`src/rtl/mem_port_arbiter_if.sv`:
```
// Bundle of requester handshakes and memory command/return signals for mem_port_arbiter.
// slave = arbiter side, master = requesters plus memory side.
interface mem_port_arbiter_if #(
  parameter int ADDR_W = 32,
  parameter int DATA_W = 32
);
  localparam int BE_W = DATA_W / 8;

  logic              i_Enb;
  logic              i_if_req;
  logic [ADDR_W-1:0] iv_if_addr;
  logic              o_if_gnt;
  logic              o_if_rvalid;
  logic [DATA_W-1:0] ov_if_rdata;
  logic              i_ls_req;
  logic              i_ls_we;
  logic [ADDR_W-1:0] iv_ls_addr;
  logic [DATA_W-1:0] iv_ls_wdata;
  logic [BE_W-1:0]   iv_ls_be;
  logic              o_ls_gnt;
  logic              o_ls_rvalid;
  logic [DATA_W-1:0] ov_ls_rdata;
  logic              o_mem_en;
  logic              o_mem_we;
  logic [ADDR_W-1:0] ov_mem_addr;
  logic [DATA_W-1:0] ov_mem_wdata;
  logic [BE_W-1:0]   ov_mem_be;
  logic [DATA_W-1:0] iv_mem_rdata;
  logic              o_busy;

  modport slave (
    input  i_Enb, i_if_req, iv_if_addr, i_ls_req, i_ls_we, iv_ls_addr, iv_ls_wdata,
           iv_ls_be, iv_mem_rdata,
    output o_if_gnt, o_if_rvalid, ov_if_rdata, o_ls_gnt, o_ls_rvalid, ov_ls_rdata,
           o_mem_en, o_mem_we, ov_mem_addr, ov_mem_wdata, ov_mem_be, o_busy
  );

  modport master (
    output i_Enb, i_if_req, iv_if_addr, i_ls_req, i_ls_we, iv_ls_addr, iv_ls_wdata,
           iv_ls_be, iv_mem_rdata,
    input  o_if_gnt, o_if_rvalid, ov_if_rdata, o_ls_gnt, o_ls_rvalid, ov_ls_rdata,
           o_mem_en, o_mem_we, ov_mem_addr, ov_mem_wdata, ov_mem_be, o_busy
  );
endinterface

```
`src/rtl/mem_port_arbiter.sv`:
```
// Fetch vs load/store arbiter for one single-port memory, with read-owner tag pipeline.
// Define ARB_STARVE_GUARD_EN to let a starved fetch win after STARVE_MAX denied cycles.
module mem_port_arbiter #(
  parameter int ADDR_W     = 32,
  parameter int DATA_W     = 32,
  parameter int MEM_LAT    = 1,
  parameter int STARVE_MAX = 4
) (
  input logic              i_Clk,
  input logic              i_Rst,
  mem_port_arbiter_if.slave bus
);
  localparam int BE_W  = DATA_W / 8;
  localparam int DEPTH = MEM_LAT + 1;

  if (MEM_LAT < 1 || MEM_LAT > 4) begin : g_bad_lat
    $error("mem_port_arbiter: MEM_LAT must be 1..4");
  end
  if (STARVE_MAX < 1) begin : g_bad_starve
    $error("mem_port_arbiter: STARVE_MAX must be >= 1");
  end

  typedef struct packed {
    logic valid;
    logic owner_ls;
  } tag_t;

  logic              force_if;
  logic              if_gnt, ls_gnt, accept;
  logic              mem_en_q, mem_en_d;
  logic              mem_we_q, mem_we_d;
  logic [ADDR_W-1:0] mem_addr_q, mem_addr_d;
  logic [DATA_W-1:0] mem_wdata_q, mem_wdata_d;
  logic [BE_W-1:0]   mem_be_q, mem_be_d;
  logic              if_rvalid_q, if_rvalid_d;
  logic              ls_rvalid_q, ls_rvalid_d;
  logic [DATA_W-1:0] if_rdata_q, if_rdata_d;
  logic [DATA_W-1:0] ls_rdata_q, ls_rdata_d;
  tag_t [DEPTH-1:0]  tag_q, tag_d;
  logic              busy;

`ifdef ARB_STARVE_GUARD_EN
  localparam int CNT_W = $clog2(STARVE_MAX + 1);
  logic [CNT_W-1:0] starve_cnt_q, starve_cnt_d;

  assign force_if = (starve_cnt_q == CNT_W'(STARVE_MAX));

  always_comb begin
    starve_cnt_d = starve_cnt_q;
    if (if_gnt)
      starve_cnt_d = '0;
    else if (bus.i_Enb && bus.i_if_req && !force_if)
      starve_cnt_d = starve_cnt_q + 1'b1;
  end

  always_ff @(posedge i_Clk or posedge i_Rst) begin
    if (i_Rst) starve_cnt_q <= '0;
    else       starve_cnt_q <= starve_cnt_d;
  end
`else
  assign force_if = 1'b0;
`endif

  // Load/store wins unless the starvation guard has tripped while fetch is waiting.
  assign if_gnt = !i_Rst && bus.i_Enb && bus.i_if_req && (!bus.i_ls_req || force_if);
  assign ls_gnt = !i_Rst && bus.i_Enb && bus.i_ls_req && !(force_if && bus.i_if_req);
  assign accept = if_gnt || ls_gnt;

  always_comb begin
    mem_en_d    = accept;
    mem_we_d    = ls_gnt && bus.i_ls_we;
    mem_addr_d  = mem_addr_q;
    mem_wdata_d = mem_wdata_q;
    mem_be_d    = mem_be_q;
    if (ls_gnt) begin
      mem_addr_d  = bus.iv_ls_addr;
      mem_wdata_d = bus.iv_ls_wdata;
      mem_be_d    = bus.i_ls_we ? bus.iv_ls_be : {BE_W{1'b1}};
    end else if (if_gnt) begin
      mem_addr_d = bus.iv_if_addr;
      mem_be_d   = {BE_W{1'b1}};
    end
  end

  // Stores ride the pipeline as bubbles so read returns stay aligned to issue order.
  always_comb begin
    tag_d[0] = {accept && !(ls_gnt && bus.i_ls_we), ls_gnt};
    for (int i = 1; i < DEPTH; i++)
      tag_d[i] = tag_q[i-1];
    if_rvalid_d = tag_q[DEPTH-1].valid && !tag_q[DEPTH-1].owner_ls;
    ls_rvalid_d = tag_q[DEPTH-1].valid && tag_q[DEPTH-1].owner_ls;
    if_rdata_d  = if_rvalid_d ? bus.iv_mem_rdata : if_rdata_q;
    ls_rdata_d  = ls_rvalid_d ? bus.iv_mem_rdata : ls_rdata_q;
    busy = 1'b0;
    for (int i = 0; i < DEPTH; i++)
      busy = busy | tag_q[i].valid;
  end

  always_ff @(posedge i_Clk or posedge i_Rst) begin
    if (i_Rst) begin
      mem_en_q    <= 1'b0;
      mem_we_q    <= 1'b0;
      mem_addr_q  <= '0;
      mem_wdata_q <= '0;
      mem_be_q    <= '0;
      if_rvalid_q <= 1'b0;
      ls_rvalid_q <= 1'b0;
      if_rdata_q  <= '0;
      ls_rdata_q  <= '0;
      tag_q       <= '0;
    end else begin
      mem_en_q    <= mem_en_d;
      mem_we_q    <= mem_we_d;
      mem_addr_q  <= mem_addr_d;
      mem_wdata_q <= mem_wdata_d;
      mem_be_q    <= mem_be_d;
      if_rvalid_q <= if_rvalid_d;
      ls_rvalid_q <= ls_rvalid_d;
      if_rdata_q  <= if_rdata_d;
      ls_rdata_q  <= ls_rdata_d;
      tag_q       <= tag_d;
    end
  end

  assign bus.o_if_gnt     = if_gnt;
  assign bus.o_ls_gnt     = ls_gnt;
  assign bus.o_mem_en     = mem_en_q;
  assign bus.o_mem_we     = mem_we_q;
  assign bus.ov_mem_addr  = mem_addr_q;
  assign bus.ov_mem_wdata = mem_wdata_q;
  assign bus.ov_mem_be    = mem_be_q;
  assign bus.o_if_rvalid  = if_rvalid_q;
  assign bus.ov_if_rdata  = if_rdata_q;
  assign bus.o_ls_rvalid  = ls_rvalid_q;
  assign bus.ov_ls_rdata  = ls_rdata_q;
  assign bus.o_busy       = busy;
endmodule

```
`src/flat_wrapper.sv`:
```
// flat-port wrapper written by rule: the top's interface ports become plain ports
module mem_port_arbiter_flat 
#(
  parameter int ADDR_W     = 32,
  parameter int DATA_W     = 32,
  parameter int MEM_LAT    = 1,
  parameter int STARVE_MAX = 4
)
  (i_Clk, i_Rst, bus_i_Enb, bus_i_if_req, bus_iv_if_addr, bus_i_ls_req, bus_i_ls_we, bus_iv_ls_addr, bus_iv_ls_wdata, bus_iv_ls_be, bus_iv_mem_rdata, bus_o_if_gnt, bus_o_if_rvalid, bus_ov_if_rdata, bus_o_ls_gnt, bus_o_ls_rvalid, bus_ov_ls_rdata, bus_o_mem_en, bus_o_mem_we, bus_ov_mem_addr, bus_ov_mem_wdata, bus_ov_mem_be, bus_o_busy);
  mem_port_arbiter_if #(.ADDR_W(ADDR_W), .DATA_W(DATA_W)) bus_i ();
  input logic i_Clk;
  input logic i_Rst;
  input wire logic [$bits(bus_i.i_Enb)-1:0] bus_i_Enb;
  input wire logic [$bits(bus_i.i_if_req)-1:0] bus_i_if_req;
  input wire logic [$bits(bus_i.iv_if_addr)-1:0] bus_iv_if_addr;
  input wire logic [$bits(bus_i.i_ls_req)-1:0] bus_i_ls_req;
  input wire logic [$bits(bus_i.i_ls_we)-1:0] bus_i_ls_we;
  input wire logic [$bits(bus_i.iv_ls_addr)-1:0] bus_iv_ls_addr;
  input wire logic [$bits(bus_i.iv_ls_wdata)-1:0] bus_iv_ls_wdata;
  input wire logic [$bits(bus_i.iv_ls_be)-1:0] bus_iv_ls_be;
  input wire logic [$bits(bus_i.iv_mem_rdata)-1:0] bus_iv_mem_rdata;
  output wire logic [$bits(bus_i.o_if_gnt)-1:0] bus_o_if_gnt;
  output wire logic [$bits(bus_i.o_if_rvalid)-1:0] bus_o_if_rvalid;
  output wire logic [$bits(bus_i.ov_if_rdata)-1:0] bus_ov_if_rdata;
  output wire logic [$bits(bus_i.o_ls_gnt)-1:0] bus_o_ls_gnt;
  output wire logic [$bits(bus_i.o_ls_rvalid)-1:0] bus_o_ls_rvalid;
  output wire logic [$bits(bus_i.ov_ls_rdata)-1:0] bus_ov_ls_rdata;
  output wire logic [$bits(bus_i.o_mem_en)-1:0] bus_o_mem_en;
  output wire logic [$bits(bus_i.o_mem_we)-1:0] bus_o_mem_we;
  output wire logic [$bits(bus_i.ov_mem_addr)-1:0] bus_ov_mem_addr;
  output wire logic [$bits(bus_i.ov_mem_wdata)-1:0] bus_ov_mem_wdata;
  output wire logic [$bits(bus_i.ov_mem_be)-1:0] bus_ov_mem_be;
  output wire logic [$bits(bus_i.o_busy)-1:0] bus_o_busy;
  assign bus_i.i_Enb = bus_i_Enb;
  assign bus_i.i_if_req = bus_i_if_req;
  assign bus_i.iv_if_addr = bus_iv_if_addr;
  assign bus_i.i_ls_req = bus_i_ls_req;
  assign bus_i.i_ls_we = bus_i_ls_we;
  assign bus_i.iv_ls_addr = bus_iv_ls_addr;
  assign bus_i.iv_ls_wdata = bus_iv_ls_wdata;
  assign bus_i.iv_ls_be = bus_iv_ls_be;
  assign bus_i.iv_mem_rdata = bus_iv_mem_rdata;
  assign bus_o_if_gnt = bus_i.o_if_gnt;
  assign bus_o_if_rvalid = bus_i.o_if_rvalid;
  assign bus_ov_if_rdata = bus_i.ov_if_rdata;
  assign bus_o_ls_gnt = bus_i.o_ls_gnt;
  assign bus_o_ls_rvalid = bus_i.o_ls_rvalid;
  assign bus_ov_ls_rdata = bus_i.ov_ls_rdata;
  assign bus_o_mem_en = bus_i.o_mem_en;
  assign bus_o_mem_we = bus_i.o_mem_we;
  assign bus_ov_mem_addr = bus_i.ov_mem_addr;
  assign bus_ov_mem_wdata = bus_i.ov_mem_wdata;
  assign bus_ov_mem_be = bus_i.ov_mem_be;
  assign bus_o_busy = bus_i.o_busy;
  mem_port_arbiter #(.ADDR_W(ADDR_W), .DATA_W(DATA_W), .MEM_LAT(MEM_LAT), .STARVE_MAX(STARVE_MAX)) u_core (.i_Clk(i_Clk), .i_Rst(i_Rst), .bus(bus_i));
endmodule
```
`config.mk`:
```
export PLATFORM = sky130hd
export DESIGN_NAME = mem_port_arbiter_flat
export DESIGN_NICKNAME = d
export VERILOG_FILES = /design/src/rtl/mem_port_arbiter_if.sv /design/src/rtl/mem_port_arbiter.sv /design/src/flat_wrapper.sv
export SDC_FILE = /design/constraint.sdc
export NUM_CORES = 1
export LEC_CHECK = 0
export BUFFER_PORTS_ARGS = -buffer_cell sky130_fd_sc_hd__buf_2
export CAP_MARGIN = 5
export CORE_ASPECT_RATIO = 0.75
export CORE_MARGIN = 5
export CORE_UTILIZATION = 35
export DETAILED_ROUTE_END_ITERATION = 16
export PLACE_DENSITY = 0.65
export SYNTH_ARGS = -nofsm -noshare
export SYNTH_HDL_FRONTEND = slang
export SYNTH_SLANG_ARGS = --single-unit
```
`constraint.sdc`:
```
create_clock -name i_Clk -period 8.7 [get_ports i_Clk]
set_input_delay 1.305 -clock i_Clk [delete_from_list [all_inputs] [get_ports i_Clk]]
set_output_delay 1.305 -clock i_Clk [all_outputs]
set_load 0.01 [all_outputs]
```
==> results.json, run 1 <==
{
  "status": "complete, no violations",
  "numCtsBuffers": 17,
  "syn_avg_cell_area_um2": 17.25,
  "root_buffer": "clkbuf_16",
  "max_slew.worst_pin.slew_ps": 867.0,
  "gr-total-overflow": 0,
  "maxCapViolCount": 0,
  "yosysWarnings": 0,
  "clockBufferDepth": 2,
  "stdcell_count": 841,
  "core_mm2": 0.01612,
  "synthArstFlopShare_pct": 100.0,
  "yosys.area.top_type": "dfrtp_1",
  "start_kind": "primary input",
  "fmax_ghz": 0.2865,
  "yosysMostFrequentCell": "dfrtp_1",
  "viasPerCell": 4.524,
  "gr-usage-all-layers_pct": 14.88,
  "placed_area_mm2": 0.007312,
  "worstSetupEndpointType": "output pin",
  "drtIter0Drc": 141,
  "tritoncts": "yes",
  "fin_tns_setup_ps": 0,
  "synth_cells": 336,
  "path_max_fanout": 35,
  "grt.met1_usage_pct": 18.06,
  "portBuffers": 276,
  "rows": 40,
  "antenna_found_initial": 0,
  "die_area_mm2": 0.01926,
  "synth_cell_type_count": 14,
  "cp.required_ps": 7390,
  "layout-drive-gt1-share_pct": 75.56,
  "path_clk_slew_ps": 50,
  "grt_start_max_net_pins": 73,
  "cts_max_level": 4,
  "stdcell_area_mm2": 0.007881,
  "syn_nets": 474,
  "synth.area.top_cells": "dfrtp_1, mux2_2, mux2_4",
  "die_y_um": 121.5,
  "grt_pass1_wl_um": 22280,
  "grt_util_met3_pct": 5.455,
  "period_minus_slack_ps": 3491,
  "busiest_layer": "met2",
  "synth.cell_area_mm2": 0.005797,
  "slew_headroom_pct": 42.20,
  "finalMaxSlewViolations": 0,
  "hold_class": "flip-flop to flip-flop",
  "fin_crit_sh_pct": 40.12,
  "fin_skew_ps": 5.050,
  "routedWlPerCell_um": 17.11,
  "drtPass1Iterations": 4,
  "cts_resized": 0,
  "ir_drop_mv": 0.1070,
  "path_class": "primary input to output pin",
  "synthFlopType": "dfrtp_1",
  "die_w_um": 158.6,
  "ys_ff_latch": 140,
  "synth_top_area_share_pct": 60.44,
  "area_growth_pct": 35.96,
  "drtAntennaViolNets": 0,
  "rsz0062_at_grt": "false",
  "nNetsFinal": 756,
  "cts_setup_buffers": 0,
  "grt_pass1_vias": 4255,
  "postCtsHoldBufs": 0,
  "start_util_pct": 35.97,
  "io_pins": 277,
  "hold_viol": 0,
  "power.leakage_uw": 0.003939,
  "gp_congestion": 0.7755,
  "clk_latency_ps": 410,
  "clock_sinks": 140,
  "num_vias": 3805,
  "dp_cells": 809,
  "synth.yosys.seq_area_share_pct": 60.44,
  "synth_edf_count": 0,
  "power.density_mw_per_mm2": 254.2,
  "use_met2_pct": 24.68,
  "arrival_ps": 2190,
  "hpwl_um": 10910,
  "synth_common_cells": "dfrtp_1, mux2_2, mux2_4",
  "setup_violations": 0,
  "drc": 0,
  "routed_wl_um": 14390
}
## flip-flops by register name, summed over array words and instances (netlist names)
register                 count
u_core.bus.ov_ls_rdata      32
u_core.bus.o_if_rvalid       1
u_core.tag_d                 2
u_core.bus.o_mem_we          1
u_core.bus.ov_mem_be         4
u_core.bus.ov_mem_wdata     32
u_core.bus.ov_mem_addr      32
u_core.bus.o_mem_en          1
u_core.tag_q                 2
u_core.bus.o_ls_rvalid       1
u_core.bus.ov_if_rdata      32
## power by group
| part | leakage (µW) | internal (µW) | switching (µW) | total (µW) |
|---|---|---|---|---|
| clock network | 0.000272 | 427 | 268 | 694 |
| registers | 0.00165 | 785 | 68.1 | 853 |
| logic | 0.00201 | 251 | 205 | 456 |
| total | 0.00394 | 1460 | 541 | 2000 |
## logic make-up after synthesis
logic type / Yosys count / synth area share (%)
AO/OA/AOI/OAI: 6 / 0.8634
buffers and inverters: 23 / 3.432
flip-flops: 140 / 60.44
multiplexers: 160 / 34.51
AND/OR/NAND/NOR: 7 / 0.7556
## routing by layer
| metal | vias up | share of wire [%] |
|---|---|---|
| li1 | 1773 | - |
| met1 | 1839 | 42 |
| met2 | 181 | 48 |
| met3 | 12 | 9.9 |
| met4 | 0 | 1.0 |
| met5 | - | 0 |
## worst max-delay path, stage by stage
cell     delay [ps]
buf_2            70
buf_4           370
and3b_2         290
buf_2           140
## worst paths after layout
kind / depth (start not counted) / start / slack, ps / to
max: 4 / bus_i_ls_req / 5210 / bus_o_ls_gnt
min: 0 / u_core.tag_d[2]$_DFF_PP0_ / 350 / u_core.tag_q[2]$_DFF_PP0_
max reg2reg: 3 / u_core.tag_q[2]$_DFF_PP0_ / 7290 / u_core.bus.ov_if_rdata[13]$_DFFE_PP0P_
min reg2reg: 0 / u_core.tag_d[2]$_DFF_PP0_ / 350 / u_core.tag_q[2]$_DFF_PP0_
max in group asynchronous: 3 / i_Rst / 6340 / u_core.bus.ov_mem_wdata[26]$_DFFE_PP0N_
min in group asynchronous: 2 / i_Rst / 990 / u_core.bus.ov_mem_addr[24]$_DFFE_PP0P_
## cells in the final DEF, fill, tap and decap left out, types with 2 or more instances in the layout
master and n:
clkinvlp_4 3, mux2_2 107, buf_2 276, nand2_1 2
bufinv_16 2, clkbuf_16 17, clkbuf_1 2, inv_6 2
dfrtp_1 140, inv_1 3, o22a_1 4, mux2_4 53
buf_4 6, clkinv_2 4
## metrics by stage
step | hold slack, ps | utilization (%) | total power, µW | worst slack [ps]
global route | 383.4 | 48.89 | 2111 | 5153
floorplan | 331.2 | - | 1113 | 3642
detailed placement | 347.9 | 45.37 | 1328 | 5194
finish | 352.8 | 48.91 | 2003 | 5209
global placement | 332.8 | 45.37 | 1313 | 5222
CTS | 364.1 | 48.89 | 2035 | 5197
## layout make-up
class | instances | area [µm²]
Inverter | 4 | 20.02
Sequential cell | 140 | 3503
Timing Repair Buffer | 282 | 1426
Antenna cell | 1 | 2.502
Clock inverter | 11 | 120.1
Tap cell | 210 | 262.8
Clock buffer | 20 | 446.7
Fill cell | 1373 | 8234
Multi-Input combinational cell | 173 | 2100
No activity file was read; power rests on OpenSTA's default activity.
==> run 2: changes to the inputs <==
Clock period 8.7 ns to 3.47 ns, I/O delays scaled along.
==> run 2 against run 1 <==
  * Sequential cell count unchanged
  * Die area unchanged
  * Hold slack lost 27 ps
  * Final area grew 0.40%
==> results.json, run 2 (synthesized netlist as in run 1, its figures left out) <==
{
  "status": "complete, no violations",
  "cts_resized": 0,
  "power.leakage_uw": 0.003952,
  "drtAntennaViolNets": 0,
  "cts_setup_buffers": 0,
  "use_met2_pct": 25.05,
  "clk_latency_ps": 410,
  "clock_sinks": 140,
  "grt.met1_usage_pct": 19.28,
  "fmax_ghz": 0.4706,
  "reg2reg_setup_slack_ps": 2060,
  "finalMaxSlewViolations": 0,
  "rsz0062_at_grt": "false",
  "cp.required_ps": 2950,
  "final_common_cell": "buf_2",
  "routedWlPerCell_um": 17.67,
  "nNetsFinal": 756,
  "hold_class": "primary input to asynchronous set/reset pin",
  "root_buffer": "clkbuf_16",
  "drtIter0Drc": 109,
  "postCtsHoldBufs": 0,
  "r2r_cells": 3,
  "portBuffers": 276,
  "num_vias": 3866,
  "fin_crit_sh_pct": 61.24,
  "tritoncts": "yes",
  "drc": 0,
  "path_max_fanout": 18,
  "stdcell_count": 839,
  "whs_ps": 326.2,
  "drtPass1Iterations": 4,
  "slew_headroom_pct": 49.98,
  "die_area_mm2": 0.01926,
  "core_mm2": 0.01612,
  "setup_violations": 0,
  "ir_drop_mv": 0.2722,
  "dp_cells": 809,
  "path_clk_slew_ps": 60,
  "grt_pass1_wl_um": 23170,
  "worstSetupEndpointType": "output pin",
  "power.density_mw_per_mm2": 644.3,
  "power_uw": 5098,
  "viasPerCell": 4.608,
  "gr-usage-all-layers_pct": 15.48,
  "die_w_um": 158.6,
  "grt_pass1_vias": 4406,
  "gp_congestion": 0.7711,
  "clockBufferDepth": 2,
  "maxCapViolCount": 0,
  "grt_start_max_net_pins": 141,
  "final_cell_mix": "buf_2, dfrtp_1, mux2_2",
  "gr-total-overflow": 0,
  "rows": 40,
  "n_antenna_cell": 0,
  "die_y_um": 121.5,
  "fin_tns_setup_ps": 0,
  "start_util_pct": 35.97,
  "max_slew.worst_pin.slew_ps": 750.3,
  "io_pins": 277,
  "antenna_found_initial": 0,
  "grt_util_met3_pct": 6.346,
  "hpwl_um": 11300,
  "routed_wl_um": 14820,
  "cts_max_level": 4,
  "start_kind": "primary input",
  "layout-drive-gt1-share_pct": 75.68,
  "fin_skew_ps": 6.327,
  "path_class": "primary input to output pin",
  "numCtsBuffers": 17,
  "arrival_ps": 1600,
  "busiest_layer": "met2",
  "area_growth_pct": 36.50,
  "hold_viol": 0,
  "period_minus_slack_ps": 2125
}
==> run 2: report_power, final <==
part           switching [µW]  internal [µW]  total (µW)
registers                 182           1970        2150
logic                     510            630        1140
clock network             667           1140        1810
total                    1360           3740        5100
==> run 2: cell type report <==
class	count	area, µm²
Clock buffer	19	442.9
Clock inverter	11	146.4
Fill cell	1438	8203
Inverter	4	18.77
Multi-Input combinational cell	173	2100
Sequential cell	140	3503
Tap cell	210	262.8
Timing Repair Buffer	282	1439
==> run 2: metal layers <==
layer	vias to the layer above	part of all wire, %
met1	1925	42
met2	184	48
met5	-	0
met4	0	0.57
met3	7	10
li1	1750	-
==> run 2: stage by stage <==
| stage | worst slack (ps) | cell area, µm² | util [%] |
|---|---|---|---|
| after floorplan | 1200 | 5801 | - |
| after global placement | 1234 | 7323 | 45.44 |
| after detailed placement | 1164 | 7323 | 45.44 |
| after CTS | 1291 | 7913 | 49.10 |
| after global routing | 1252 | 7913 | 49.10 |
| final | 1345 | 7913 | 49.10 |
==> run 2: path summary, 6_finish.rpt <==
path                                                 from                                     end
worst max-delay path                         bus_i_ls_req                            bus_o_if_gnt
worst min-delay path                                i_Rst  u_core.bus.ov_mem_addr[25]$_DFFE_PP0P_
worst max register to register  u_core.tag_q[3]$_DFF_PP0_  u_core.bus.ov_if_rdata[24]$_DFFE_PP0P_
worst min register to register  u_core.tag_d[2]$_DFF_PP0_               u_core.tag_q[2]$_DFF_PP0_
max in group asynchronous                           i_Rst  u_core.bus.ov_ls_rdata[14]$_DFFE_PP0P_
min in group i_Clk                        bus_iv_ls_be[0]     u_core.bus.ov_mem_be[0]$_DFFE_PP0P_
==> run 2: worst max-delay path, stage by stage <==
cell and delay (ps):
buf_2 330, buf_4 330, and3b_1 250, buf_2 160
